--- src/rtl/up_down_counter8.sv ---
// Free-running modulo-2^WIDTH up/down counter with asynchronous active-high reset.
// The output is driven straight from the count register.
module up_down_counter8 #(
  parameter int WIDTH = 8
) (
  input  logic             clk,
  input  logic             reset,
  input  logic             up_down,
  output logic [WIDTH-1:0] out
);

  localparam logic [WIDTH-1:0] ONE = WIDTH'(1);

  logic [WIDTH-1:0] count_q;
  logic [WIDTH-1:0] count_d;

  // Wrap-around in both directions falls out of the fixed-width arithmetic.
  always_comb begin
    count_d = count_q;
    if (up_down) begin
      count_d = count_q + ONE;
    end else begin
      count_d = count_q - ONE;
    end
  end

  always_ff @(posedge clk or posedge reset) begin
    if (reset) begin
      count_q <= '0;
    end else begin
      count_q <= count_d;
    end
  end

  assign out = count_q;

endmodule

--- config.mk ---
export PLATFORM = sky130hd
export DESIGN_NAME = up_down_counter8
export DESIGN_NICKNAME = d
export VERILOG_FILES = /design/src/rtl/up_down_counter8.sv
export SDC_FILE = /design/constraint.sdc
export NUM_CORES = 1
export LEC_CHECK = 0
export BUFFER_PORTS_ARGS = -buffer_cell sky130_fd_sc_hd__buf_4
export CELL_PAD_IN_SITES_DETAIL_PLACEMENT = 0
export CELL_PAD_IN_SITES_GLOBAL_PLACEMENT = 1
export CORE_UTILIZATION = 34
export DETAILED_ROUTE_END_ITERATION = 12
export GPL_TIMING_DRIVEN = 0
export PLACE_DENSITY_LB_ADDON = 0.1
export SLEW_MARGIN = 40
export SYNTH_ARGS = -nofsm -noshare
export SYNTH_HDL_FRONTEND = slang
export SYNTH_SLANG_ARGS = --single-unit
--- constraint.sdc ---
create_clock -name clk -period 1.65 [get_ports clk]
set_clock_uncertainty 0.15 [all_clocks]
set_input_delay 0.0825 -clock clk [delete_from_list [all_inputs] [get_ports clk]]
set_output_delay 0.0825 -clock clk [all_outputs]
set_load 0.02 [all_outputs]
==> impl_metrics.toml <==
[floorplanning]
fp-row-count = 13
ios = 11
die_w_um = 39.8
core_um2 = 1320
die_y_um = 39.8
die-area_um2 = 1580
initial_core_util_pct = 36.8

[synthesis]
synth_warnings = 0
yosysTopAreaCell = "dfrtp_1"
synth_enable_flop_cells = 0
synth-seq-area-share_pct = 41.2
synth.distinct_cells = 17
synth.net_count = 55
avgSynthCellArea_um2 = 10.8
netlist_area_um2 = 485
yosysTopAreaCellShare_pct = 41.2
ys_ff_latch = 8
synth_area_leaders = "dfrtp_1 (41%), ha_1 (15%), xnor2_1 (9.0%)"
ys_async_sr_fraction_pct = 100
synth_cells = 45
synth_ff_type = "dfrtp_1"

[route]
first_iter_violations = 0
avgRoutedWirePerCell_um = 13.3
viasPerCell = 4.81
antenna_left = 0
finalWirelength_um = 995
vias = 361
drc = 0
drtPass1Iterations = 1

[cts]
cts_tree = "yes"
path_clk_slew_ps = 60
cts-root-buf = "clkbuf_4"
clk_path_buf_depth = 2
cts.sinks = 8
h-tree-depth = 1
clk_latency_ps = 250
numCtsBuffers = 3

[hold_path]
hold_path_depth = 3
whs_endpoint = "out[7]"
min_path_type = "in2reg"
min_from = "up_down"

[place]
place.gp.congestion = 0.680
portBuffers = 10
placedCellCount = 70
pre_cts_slack_ps = -62.2
dpl_cell_area_um2 = 588

[flow_run]
max_cap_viol_count = 0

[setup_path]
end_kind = "flop"
crit_family = "compound AO/OA/AOI/OAI gates"
critPathKind = "reg2reg"
crit_start = "out[1]"
critical_path_required_ps = 1660
cp_data_arrival_time_ps = 1690
cp_max_fo = 3
crit_slowest_cell = "dfrtp_2"
rr_worst_depth = 5
cp_cell_sequence = "fa_2 -> a21oi_2 -> o211ai_1 -> a21oi_1 -> xnor2_1"
reg2reg_to = "out[6]"
critPathLaunchType = "flop"
max_stage_delay_ps = 430
r2r_start = "out[1]"
worst-path-buf-inv = 0
reg2reg_slack_ps = -30

[global_routing]
grt.total_usage_pct = 14.3
grt_pass1_wl_um = 1410
antenna_found_initial = 0
grt_max_degree = 9
grt-ovfl-total = 0
first_global_vias = 348

[timing]
period_needed_ps = 1680
hold_violations = 0
finalSetupViolations = 1
fmax_ghz = 0.597
maxSlewViolCount = 0
min_period_over_period_pct = 102
tightest_slew_ps = 363
maxSlewHeadroom_pct = 75.8
rsz0062_at_grt = "yes"
fin_ws_ps = -25.5

[layout]
nNetsFinal = 72
area_growth_pct = 33.8
layoutNonFillerInstCount = 75
final_util_pct = 49.3
drive_gt1_share_pct = 40.0
layout_common_cells = "buf_4 (11), dfrtp_1 (6), xnor2_1 (5)"
final_area_um2 = 649
final_common_cell = "buf_4"
diodes = 0
largest_reg_flops = 8

[pwr]
irDropWorstVdd_v = 0.000781
power.leakage_uw = 0.000286
p_per_area_nw_per_um2 = 2180

[run_status]
violations = "negative setup slack"
run_status = "complete, but fails checks"
==> per-layer routing <==
layer | routed length (um) | global-route usage [%] | vias to the layer above
met5 | 0 | 0 | -
met4 | 0 | 5.17 | 0
met3 | 27 | 5.11 | 0
met2 | 499 | 22.1 | 6
met1 | 468 | 17.9 | 170
li1 | - | - | 185
==> stage by stage <==
stage	total power (uW)	setup TNS, ps	hold slack, ps
finish	1410	-25.5	14.5
global route	1520	-56.8	20.2
CTS	1370	-14.3	9.40
detailed placement	1210	-109	-82.4
global placement	1180	-106	-99.6
floorplan	963	0	-252
==> report_power, final <==
part           internal, uW  switching [uW]
clock network          83.5            69.3
registers               298            65.8
logic                   419             477
==> how the worst max path moves through the flow <==
stage                  end  slack [ps]  cells past startpoint
floorplan           out[7]          20                      5
global route        out[6]         -50                      5
global placement    out[7]         -70                      7
finish              out[6]         -30                      5
detailed placement  out[7]         -60                      7
CTS                 out[7]         -10                      5
==> area by class of cell <==
type	instances	area, um^2
Fill cell	128	668
Multi-Input combinational cell	33	298
Sequential cell	8	203
Timing Repair Buffer	12	92.6
Clock buffer	3	22.5
Tap cell	15	18.8
Inverter	4	15.0
==> worst min-delay path: cells and delay by family <==
family	cells	cell delay (ps)
xor gates and xnor gates	2	200
buffers and inverters	1	90
==> logic make-up (layout without fill, tap and decap cells) <==
| logic type | after synthesis | after routing | share of synthesized area (%) |
|---|---|---|---|
| DFF | 8 | 8 | 41.2 |
| xor gates and xnor gates | 6 | 6 | 10.8 |
| AOI/OAI and AO/OA | 13 | 13 | 19.3 |
| buffers and inverters | 4 | 19 | 3.09 |
| adders and majority gates | 7 | 7 | 19.6 |
| and+or+nand+nor | 7 | 7 | 5.93 |
==> synthesized netlist by cell type (2+ instances only) <==
library cell	count
a21oi_1	5
dfrtp_1	8
ha_1	6
inv_1	4
nand2_1	3
nor2_1	3
o21ai_0	2
xnor2_1	5
==> what timing repair did <==
item	CTS	global route
resized for setup	0	5
endpoints found under the setup margin	3	3
pin swaps	2	4
endpoints found under the hold margin	8	0
hold buffers	1	0
setup buffers	1	0
No activity file was read; power rests on OpenSTA's default activity.
